===== config.mk =====
export PLATFORM = sky130hd
export DESIGN_NAME = cisr_run_ctrl
export DESIGN_NICKNAME = d
export VERILOG_FILES = /design/src/rtl/cisr_pkg.sv /design/src/rtl/cisr_wb_filter.sv /design/src/rtl/cisr_run_ctrl.sv
export SDC_FILE = /design/constraint.sdc
export NUM_CORES = 1
export LEC_CHECK = 0
export ABC_AREA = 1
export CAP_MARGIN = 15
export CORE_MARGIN = 8
export CORE_UTILIZATION = 54
export DETAILED_ROUTE_END_ITERATION = 16
export PLACE_DENSITY = 0.86
export SETUP_SLACK_MARGIN = 0.1
export SLEW_MARGIN = 40
export SYNTH_ARGS = -nofsm -noshare
export SYNTH_HDL_FRONTEND = slang
export SYNTH_SLANG_ARGS = --single-unit
export TNS_END_PERCENT = 1

===== constraint.sdc =====
create_clock -name clk -period 6.35 [get_ports clk]
set_input_delay 1.27 -clock clk [delete_from_list [all_inputs] [get_ports clk]]
set_output_delay 1.27 -clock clk [all_outputs]
set_load 0.01 [all_outputs]

===== src/rtl/cisr_pkg.sv =====
// Shared types and default widths for the CISR run controller.
package cisr_pkg;

    localparam int CHANNELS     = 4;
    localparam int CH_W         = $clog2(CHANNELS);
    localparam int ROW_LEN_W    = 8;
    localparam int ROW_ID_W     = 16;
    localparam int ACC_W        = 32;
    localparam int CLEAR_CYCLES = 2;

    typedef enum logic [2:0] {
        IDLE,
        CLEAR,
        RUN,
        PAD,
        DONE
    } state_e;

endpackage


===== src/rtl/cisr_wb_filter.sv =====
// Accumulator writeback filter: drops warm-up slot fills and pad rows,
// counts genuine row results and registers them onto the result port.
module cisr_wb_filter
#(
    parameter int CHANNELS = cisr_pkg::CHANNELS,
    parameter int CH_W     = $clog2(CHANNELS),
    parameter int ROW_ID_W = cisr_pkg::ROW_ID_W,
    parameter int ACC_W    = cisr_pkg::ACC_W
)(
    input  logic                clk,
    input  logic                rst,
    input  logic                clr,
    input  logic                active,
    input  logic [ROW_ID_W-1:0] num_rows,
    input  logic                acc_wr_valid,
    input  logic [ROW_ID_W-1:0] acc_wr_addr,
    input  logic [ACC_W-1:0]    acc_wr_data,
    output logic                res_we,
    output logic [ROW_ID_W-1:0] res_addr,
    output logic [ACC_W-1:0]    res_data,
    output logic                all_written
);

    localparam int CNT_W = ROW_ID_W + 1;
    localparam logic [CH_W:0] WARM_MAX = (CH_W + 1)'(CHANNELS);

    logic [CH_W:0]         warm_q, warm_d;
    logic [CNT_W-1:0]      rows_written_q, rows_written_d;
    logic                  res_we_q, res_we_d;
    logic [ROW_ID_W-1:0]   res_addr_q, res_addr_d;
    logic [ACC_W-1:0]      res_data_q, res_data_d;
    logic                  warm_done;
    logic                  fwd;

    always_comb begin
        warm_d         = warm_q;
        rows_written_d = rows_written_q;
        res_addr_d     = res_addr_q;
        res_data_d     = res_data_q;

        warm_done = (warm_q == WARM_MAX);
        fwd       = active && acc_wr_valid && warm_done && (acc_wr_addr < num_rows);
        res_we_d  = fwd;

        if (clr) begin
            warm_d         = '0;
            rows_written_d = '0;
        end else begin
            if (active && acc_wr_valid && !warm_done)
                warm_d = warm_q + (CH_W + 1)'(1);
            if (fwd)
                rows_written_d = rows_written_q + CNT_W'(1);
        end

        if (fwd) begin
            res_addr_d = acc_wr_addr;
            res_data_d = acc_wr_data;
        end

        // Looks one cycle ahead so done lines up with the final res_we.
        all_written = (rows_written_d == {1'b0, num_rows});
    end

    always_ff @(posedge clk) begin
        if (rst) begin
            warm_q         <= '0;
            rows_written_q <= '0;
            res_we_q       <= 1'b0;
            res_addr_q     <= '0;
            res_data_q     <= '0;
        end else begin
            warm_q         <= warm_d;
            rows_written_q <= rows_written_d;
            res_we_q       <= res_we_d;
            res_addr_q     <= res_addr_d;
            res_data_q     <= res_data_d;
        end
    end

    assign res_we   = res_we_q;
    assign res_addr = res_addr_q;
    assign res_data = res_data_q;

endmodule


===== src/rtl/cisr_run_ctrl.sv =====
// Per-run sequencer for the CISR accumulator: clear, route row lengths,
// pad idle channels, filter writebacks and signal completion.
module cisr_run_ctrl
#(
    parameter int CHANNELS  = cisr_pkg::CHANNELS,
    parameter int CH_W      = $clog2(CHANNELS),
    parameter int ROW_LEN_W = cisr_pkg::ROW_LEN_W,
    parameter int ROW_ID_W  = cisr_pkg::ROW_ID_W,
    parameter int ACC_W     = cisr_pkg::ACC_W
)(
    input  logic                 clk,
    input  logic                 rst,
    input  logic                 start,
    input  logic [ROW_ID_W-1:0]  num_rows,
    output logic                 busy,
    output logic                 done,
    input  logic                 rl_in_valid,
    output logic                 rl_in_ready,
    input  logic [ROW_LEN_W-1:0] rl_in_data,
    input  logic [CH_W-1:0]      rl_in_chan,
    output logic [CHANNELS-1:0]  rl_push,
    output logic [ROW_LEN_W-1:0] rl_push_data,
    input  logic [CHANNELS-1:0]  rl_full,
    output logic                 acc_rst,
    input  logic                 acc_wr_valid,
    input  logic [ROW_ID_W-1:0]  acc_wr_addr,
    input  logic [ACC_W-1:0]     acc_wr_data,
    output logic                 res_we,
    output logic [ROW_ID_W-1:0]  res_addr,
    output logic [ACC_W-1:0]     res_data
);

    import cisr_pkg::*;

    localparam int CNT_W = ROW_ID_W + 1;
    localparam int CLR_W = $clog2(CLEAR_CYCLES + 1);

    state_e              state_q, state_d;
    logic [ROW_ID_W-1:0] num_rows_q, num_rows_d;
    logic [CNT_W-1:0]    rows_issued_q, rows_issued_d;
    logic [CLR_W-1:0]    clr_cnt_q, clr_cnt_d;
    logic                busy_q, busy_d;
    logic                done_q, done_d;
    logic                acc_rst_q, acc_rst_d;
    logic                rl_accept;
    logic                all_written;
    logic                filter_clr;
    logic                filter_active;

    // Row-length routing is combinational so a beat lands in its FIFO the cycle it is accepted.
    always_comb begin
        // NOTE: every output gets a default first so no path through the case infers a latch.
        rl_push      = '0;
        rl_push_data = '0;
        rl_in_ready  = (state_q == RUN) && !rl_full[rl_in_chan];
        rl_accept    = rl_in_valid && rl_in_ready;

        case (state_q)
            RUN: begin
                if (rl_accept) begin
                    rl_push[rl_in_chan] = 1'b1;
                    rl_push_data        = rl_in_data;
                end
            end
            PAD:     rl_push = ~rl_full;
            default: ;
        endcase
    end

    always_comb begin
        state_d       = state_q;
        num_rows_d    = num_rows_q;
        rows_issued_d = rows_issued_q;
        clr_cnt_d     = clr_cnt_q;

        case (state_q)
            IDLE: begin
                if (start) begin
                    state_d       = CLEAR;
                    num_rows_d    = num_rows;
                    rows_issued_d = '0;
                    clr_cnt_d     = '0;
                end
            end
            CLEAR: begin
                if (clr_cnt_q == CLR_W'(CLEAR_CYCLES - 1))
                    state_d = (num_rows_q == '0) ? DONE : RUN;
                else
                    clr_cnt_d = clr_cnt_q + CLR_W'(1);
            end
            RUN: begin
                if (rl_accept)
                    rows_issued_d = rows_issued_q + CNT_W'(1);
                if (all_written)
                    state_d = DONE;
                else if (rows_issued_d == {1'b0, num_rows_q})
                    state_d = PAD;
            end
            PAD: begin
                if (all_written)
                    state_d = DONE;
            end
            DONE:    state_d = IDLE;
            default: state_d = IDLE;
        endcase

        busy_d    = (state_d != IDLE);
        done_d    = (state_d == DONE);
        acc_rst_d = (state_d == IDLE) || (state_d == CLEAR) || (state_d == DONE);
    end

    // NOTE: state updates use non-blocking assignments so every flop samples pre-edge values.
    always_ff @(posedge clk) begin
        if (rst) begin
            state_q       <= IDLE;
            num_rows_q    <= '0;
            rows_issued_q <= '0;
            clr_cnt_q     <= '0;
            busy_q        <= 1'b0;
            done_q        <= 1'b0;
            acc_rst_q     <= 1'b1;
        end else begin
            state_q       <= state_d;
            num_rows_q    <= num_rows_d;
            rows_issued_q <= rows_issued_d;
            clr_cnt_q     <= clr_cnt_d;
            busy_q        <= busy_d;
            done_q        <= done_d;
            acc_rst_q     <= acc_rst_d;
        end
    end

    assign filter_clr    = (state_q == IDLE);
    assign filter_active = (state_q == RUN) || (state_q == PAD);

    cisr_wb_filter #(
        .CHANNELS (CHANNELS),
        .CH_W     (CH_W),
        .ROW_ID_W (ROW_ID_W),
        .ACC_W    (ACC_W)
    ) u_wb_filter (
        .clk          (clk),
        .rst          (rst),
        .clr          (filter_clr),
        .active       (filter_active),
        .num_rows     (num_rows_q),
        .acc_wr_valid (acc_wr_valid),
        .acc_wr_addr  (acc_wr_addr),
        .acc_wr_data  (acc_wr_data),
        .res_we       (res_we),
        .res_addr     (res_addr),
        .res_data     (res_data),
        .all_written  (all_written)
    );

    assign busy    = busy_q;
    assign done    = done_q;
    assign acc_rst = acc_rst_q;

endmodule


=== Yosys cells after proc, flatten, opt, wreduce, memory -nomap -nowiden ===
Index checks and enable logic that the tools add are counted.

* Register bits: 110
* Latch bits: 0
* Bits in writable memories: 0
* Memory bits (read-only): 0
* Input bits: 83
* Output and inout port bits: 65
* Memories: 0

* $add $sub $neg: 4
* Multiply operators: 0
* Div/mod/pow operators: 0
* Magnitude comparators: 3
* Equality and inequality tests: 11
* Shifts and indexed selects: 0
* Multiplexer cells: 24
* Bitwise gates (word level): 1
* Reduce and logical (&&, ||, !) cells: 22

{| class="wikitable"
|+ Operator list
! kind !! number
|-
| two-way mux 17 bit || 5
|-
| adder 17 x 1 -> 17 bit (second input constant) || 2
|-
| == test 17 x 16 -> 1 bit || 2
|-
| one-hot mux 17 bit (2 select lines) || 1
|-
| two-way mux 3 bit || 6
|-
| logical NOT 16 bit || 1
|-
| less-than comparator 16 bit || 1
|-
| two-way mux 8 bit || 2
|-
| one-hot mux 3 bit (4 select lines) || 1
|-
| one-hot mux 4 bit (2 select lines) || 1
|-
| logical AND 1 bit || 7
|-
| == test 3 x 1 -> 1 bit (second input constant) || 2
|-
| == test 3 x 2 -> 1 bit (second input constant) || 2
|-
| == test 3 bit (second input constant) || 2
|-
| logical NOT 3 bit || 2
|-
| two-way mux 2 bit || 2
|-
| two-way mux 4 bit || 1
|-
| inequality test 2 bit (second input constant) || 2
|-
| NOT 4 bit || 1
|-
| one-hot mux 2 bit (2 select lines) || 1
|-
| AND reduction 2 bit || 2
|-
| nonzero test 2 bit || 2
|-
| adder 3 x 1 -> 3 bit (second input constant) || 1
|-
| logical OR 1 bit || 3
|-
| 11 further kinds || 13
|}

=== Longest topological paths before layout ===
* Word-level depth: 14
* Gate-level depth with buffers: 23
* Gate-level depth less buffers: 23

=== Modules after synthesis ===
From an unflattened synthesis, not the netlist that was laid out.

* Cell total of the unflattened synthesis: 982
* Area, all modules: 6354.8 um^2

{| class="wikitable"
|+ By module, submodules not included
! module !! times used !! cells an instance !! area each (um^2)
|-
| cisr_wb_filter || 1 || 551 || 3736.1
|-
| cisr_run_ctrl || 1 || 431 || 2618.8
|}

=== Worst setup path before layout ===
Ideal clock, no wire load.

* Kind: input -> output
* Start: input rl_in_chan[0]
* End: output rl_push[1]
* Arrival time: 2.533 ns
* Data required time: 5.080 ns
* Setup slack: 2.547 ns
* Stages on the path: 9
* Buffers on the path: 2
* Cell sequence: inv_1 nand3_1 nand2_1 a21oi_1 and2_1 nand2_1 buf_2 buf_1 o32ai_1

* Cells in the longest elaborated chain, start to end: 7
* Elaborated cells on any way between the ends: 12
* Classes of those cells: 2 x order compare; 6 x mux; 4 x reduce/logical

{| class="wikitable"
|+ Ends and longest elaborated chain
! what !! line !! RTL
|-
| from (decl) || cisr_run_ctrl.sv:20 || <nowiki>input logic [CH_W-1:0] rl_in_chan,</nowiki>
|-
| binary-select mux 1 bit (select 2 bit) || cisr_run_ctrl.sv:55 || <nowiki>rl_in_ready = (state_q == RUN) && !rl_full[rl_in_chan];</nowiki>
|-
| two-way mux 1 bit (not written as such) || cisr_run_ctrl.sv:55 ||
|-
| logical NOT 1 bit || cisr_run_ctrl.sv:55 ||
|-
| logical AND 1 bit || cisr_run_ctrl.sv:55 ||
|-
| via rl_in_ready || cisr_run_ctrl.sv:18 || <nowiki>output logic rl_in_ready,</nowiki>
|-
| logical AND 1 bit || cisr_run_ctrl.sv:56 || <nowiki>rl_accept = rl_in_valid && rl_in_ready;</nowiki>
|-
| two-way mux 4 bit || cisr_run_ctrl.sv:60 || <nowiki>if (rl_accept) begin</nowiki>
|-
| one-hot mux 4 bit (2 select lines) || cisr_run_ctrl.sv:58 || <nowiki>case (state_q)</nowiki>
|-
| to (decl) || cisr_run_ctrl.sv:21 || <nowiki>output logic [CHANNELS-1:0] rl_push,</nowiki>
|}

The timed path passes the listed nets, and every way through them passes these cells. The select of a mux whose other input is x is not followed.

=== Worst setup path in the final report ===
* Start: input rl_in_chan[1]
* End: output rl_push[2]

* Cells in the longest elaborated chain, start to end: 7
* Elaborated cells on any way between the ends: 12
* Classes of those cells: 2 x order compare; 6 x mux; 4 x reduce/logical

{| class="wikitable"
|+ Ends and longest elaborated chain
! what !! line
|-
| parallel branches: the longest is 5 deep, another holds less-than comparator 2 x 3 -> 1 bit || n/a
|-
| two-way mux 4 bit (*) || cisr_run_ctrl.sv:60
|-
| one-hot mux 4 bit (2 select lines) (*) || cisr_run_ctrl.sv:58
|}

Every way passes the cells marked *. The select of a mux whose other input is x is not followed.

==> results.py <==
metrics = {
    "status": {
        "outcome": "finished clean",
    },
    "synth": {
        "postSynth.asyncResetShare_pct": 0,
        "synth.yosys.seq_area_share_pct": 36.34,
        "synth_largest_type_area_fraction_pct": 36.34,
        "synthesis.instances": 912,
        "syn_area_per_cell_um2": 6.644,
        "synthFlopType": "sky130_fd_sc_hd__dfxtp_1",
        "yosysWarningCount": 0,
        "synth.ff_latch_count": 110,
        "synth_top_area_cell": "sky130_fd_sc_hd__dfxtp_1",
        "top_cells_by_area_synth": "sky130_fd_sc_hd__dfxtp_1, sky130_fd_sc_hd__nand2_1, sky130_fd_sc_hd__a21oi_1",
        "synth_nets": 1015,
        "post_synth_instance_area_um2": 6060,
        "edff_count_synth": 0,
        "synth.distinct_cells": 37,
    },
    "worst_setup_path": {
        "critPathCaptureType": "primary output",
        "timing.critical_path.arrival_ps": 3670,
        "cp_max_fo": 20,
        "path_class": "primary input to primary output",
        "required_ps": 5080,
        "crit_path_start_kind": "primary input",
    },
    "power_and_ir_drop": {
        "p_sw_uw": 404.8,
        "sw_share_pct": 28.93,
        "p_per_area_nw_per_um2": 180.0,
        "power_report.internal_total_uw": 994.1,
        "vdd.ir_drop.worst_mv": 0.1559,
        "totalPowerFinal_mw": 1.399,
        "clockPowerShare_pct": 32.2,
        "power_leakage_nw": 2.973,
        "seq_power_share_pct": 51.1,
        "power.combinational.fraction_pct": 16.7,
    },
    "global_route": {
        "grt_pass1_vias": 5835,
        "grt_antenna_before_repair": 0,
        "first_pass_grt_wire_length_mm": 28.13,
        "grt_overflow": 0,
        "grt_max_degree": 89,
        "grt_usage_pct": 23.29,
    },
    "floorplanning": {
        "pin_count": 148,
        "row_count": 38,
        "die_w_um": 121.9,
        "design.core.area_um2": 10890,
        "die_height_um": 121.9,
        "floorplan.initialDensity_pct": 55.65,
        "die-area_um2": 14870,
    },
    "cts": {
        "clock-root-buffer": "sky130_fd_sc_hd__clkbuf_8",
        "postCtsSetupRepairBufs": 0,
        "cts-hold-fix-buffers": 0,
        "cts_num_sinks": 110,
        "tritoncts": "built",
        "clkTransAtPathRegs_ps": 100,
        "cts.path.max_buffers": 2,
        "cts_htree_levels": 3,
        "insertion_delay_ps": 390,
        "cts_buf_count": 9,
        "post_cts_resize_count": 0,
    },
    "timing": {
        "timing_worst_slew_pin_value_ps": 674.4,
        "final_max_slew_viol_count": 0,
        "rsz0062_at_grt": "no",
        "final-setup-viol-count": 0,
        "fmax_mhz": 202.4,
        "fin_crit_ps": 4940,
        "worst_clock_skew_ps": 12.28,
        "tns_setup_ps": 0,
        "final_min_period_over_clock_period_pct": 77.80,
        "timing.slew.headroom_pct": 55.04,
        "finalHoldViolations": 0,
    },
    "detailed_routing": {
        "detail_route.wl_per_cell_um": 14.79,
        "detail_route.wirelength_mm": 17.44,
        "route.vias.total": 6269,
        "first_pass_iters": 5,
        "viasPerCell": 5.317,
        "drc_violations_left": 0,
        "drtIter0Drc": 591,
        "drt.antenna.violating_nets": 0,
    },
    "finish": {
        "flow.area_growth_from_synthesis_pct": 28.27,
        "fin_cells": 1179,
        "drive_gt1_share_pct": 4.235,
        "antennaDiodeCount": 0,
        "total_number_of_nets_in_the_final_design": 1137,
        "fillers": 895,
    },
    "placement": {
        "io_buffer_count": 147,
        "place.detailed.instances": 1163,
        "routabilityCongestion": 0.9234,
        "place.detailed.hpwl_mm": 12.83,
    },
    "hold_path": {
        "timing.hold.worst.class": "flop to flop",
    },
    "run": {
        "maxCapViolations": 0,
    },
}
-- path summary, 6_finish.rpt --
path / endpoint / slack [ps] / startpoint / cells past startpoint
min: u_wb_filter.res_data[22] / 470 / u_wb_filter.res_data[22] / 2
min reg2reg: u_wb_filter.res_data[22] / 470 / u_wb_filter.res_data[22] / 2
max: rl_push[2] / 1410 / rl_in_chan[1] / 9
max reg2reg: busy / 2830 / num_rows_q[13] / 18
-- metal layers --
layer / part of all wire [%] / vias up / GRT usage (%)
met5: 0 / - / 0
met4: 1.8 / 0 / 7.864
met3: 7.0 / 30 / 5.460
met2: 50 / 203 / 39.84
met1: 41 / 2843 / 28.10
li1: - / 3193 / -
-- final cells by class --
| cell class | instances | area (um2) | area share (%) |
|---|---|---|---|
| clock buffers | 10 | 127.6 | 1.642 |
| clock inverters | 6 | 77.57 | 0.9981 |
| well taps | 140 | 175.2 | 2.254 |
| multi-input cells | 673 | 3352 | 43.13 |
| flip-flops and latches | 110 | 2202 | 28.33 |
| inverters | 88 | 330.3 | 4.250 |
| repair buffers | 152 | 1508 | 19.40 |
-- power by group through the flow --
| stage | combinational, mW | sequential (mW) | clock, mW |
|---|---|---|---|
| floorplan | 0.135 | 0.728 | 0 |
| detailed placement | 0.231 | 0.731 | 0 |
| global placement | 0.226 | 0.730 | 0 |
| global route | 0.261 | 0.717 | 0.484 |
| finish | 0.234 | 0.715 | 0.450 |
| CTS | 0.233 | 0.715 | 0.456 |
-- worst max-delay path: stages --
cell,delay [ps]
sky130_fd_sc_hd__clkdlybuf4s50_1,550
sky130_fd_sc_hd__inv_1,90
sky130_fd_sc_hd__nand3_1,70
sky130_fd_sc_hd__nand2_1,50
sky130_fd_sc_hd__a21oi_1,130
sky130_fd_sc_hd__and2_1,160
sky130_fd_sc_hd__nand2_1,360
sky130_fd_sc_hd__o32ai_1,390
sky130_fd_sc_hd__clkdlybuf4s50_1,590
-- placed cells by master (no fill, tap or decap), types with 2 or more instances in the layout --
cell type / instances
sky130_fd_sc_hd__inv_1: 86
sky130_fd_sc_hd__o21ai_0: 25
sky130_fd_sc_hd__nand2_1: 283
sky130_fd_sc_hd__buf_4: 4
sky130_fd_sc_hd__nor4_1: 3
sky130_fd_sc_hd__nand3_1: 60
sky130_fd_sc_hd__o32ai_1: 3
sky130_fd_sc_hd__nand2_2: 4
sky130_fd_sc_hd__nor3_2: 6
sky130_fd_sc_hd__xnor2_1: 6
sky130_fd_sc_hd__clkdlybuf4s50_1: 146
sky130_fd_sc_hd__nor3_1: 6
sky130_fd_sc_hd__a21oi_1: 98
sky130_fd_sc_hd__a211oi_1: 2
sky130_fd_sc_hd__ha_1: 20
sky130_fd_sc_hd__nor2_2: 4
sky130_fd_sc_hd__xor2_1: 28
sky130_fd_sc_hd__or2_2: 4
sky130_fd_sc_hd__nand4_1: 33
sky130_fd_sc_hd__dfxtp_1: 110
sky130_fd_sc_hd__o21ai_1: 2
sky130_fd_sc_hd__clkbuf_8: 9
sky130_fd_sc_hd__nor2_1: 73
sky130_fd_sc_hd__o21bai_1: 2
sky130_fd_sc_hd__inv_8: 2
sky130_fd_sc_hd__inv_6: 2
sky130_fd_sc_hd__nand3b_1: 3
-- cells in the mapped netlist, types with 3 or more instances --
library cell / count
sky130_fd_sc_hd__nor3_2: 6
sky130_fd_sc_hd__a21oi_1: 98
sky130_fd_sc_hd__nor3_1: 6
sky130_fd_sc_hd__o32ai_1: 3
sky130_fd_sc_hd__nor2_1: 74
sky130_fd_sc_hd__or2_2: 4
sky130_fd_sc_hd__nand3b_1: 3
sky130_fd_sc_hd__nand2_2: 3
sky130_fd_sc_hd__o21ai_0: 25
sky130_fd_sc_hd__inv_1: 86
sky130_fd_sc_hd__nand4_1: 33
sky130_fd_sc_hd__xnor2_1: 6
sky130_fd_sc_hd__buf_1: 9
sky130_fd_sc_hd__nor2_2: 3
sky130_fd_sc_hd__nand2_1: 284
sky130_fd_sc_hd__nor4_1: 3
sky130_fd_sc_hd__buf_2: 7
sky130_fd_sc_hd__buf_4: 3
sky130_fd_sc_hd__clkbuf_1: 21
sky130_fd_sc_hd__dfxtp_1: 110
sky130_fd_sc_hd__ha_1: 20
sky130_fd_sc_hd__xor2_1: 28
sky130_fd_sc_hd__nand3_1: 60
-- cells by family after synthesis --
kind of cell,after synthesis,synth area share (%)
AOI/OAI and AO/OA,133,11.36
xor gates and xnor gates,34,4.914
adders and majority gates,20,4.130
buffers and inverters,129,8.445
DFF,110,36.34
and+or+nand+nor,486,34.81
-- state kept, by name (all words and copies together), names as in the netlist --
signal                      count
acc_rst                         1
busy                            1
clr_cnt_q                       2
done                            1
num_rows_q                     16
rows_issued_q                  17
state_q                         3
u_wb_filter.res_addr           16
u_wb_filter.res_data           32
u_wb_filter.res_we              1
u_wb_filter.rows_written_q     17
u_wb_filter.warm_q              3
-- stage by stage --
step	hold WS [ps]	utilization [%]	worst slack, ps	area (um2)
2_1_floorplan	432.7	-	2547	6060
3_3_place_gp	450.5	69.41	1442	7557
3_5_place_dp	455.6	69.47	1432	7564
4_1_cts	471.9	71.35	1402	7769
5_1_grt	487.0	71.39	1191	7772
6_report	470.6	71.39	1410	7772
(Power assumes the default switching activity.)
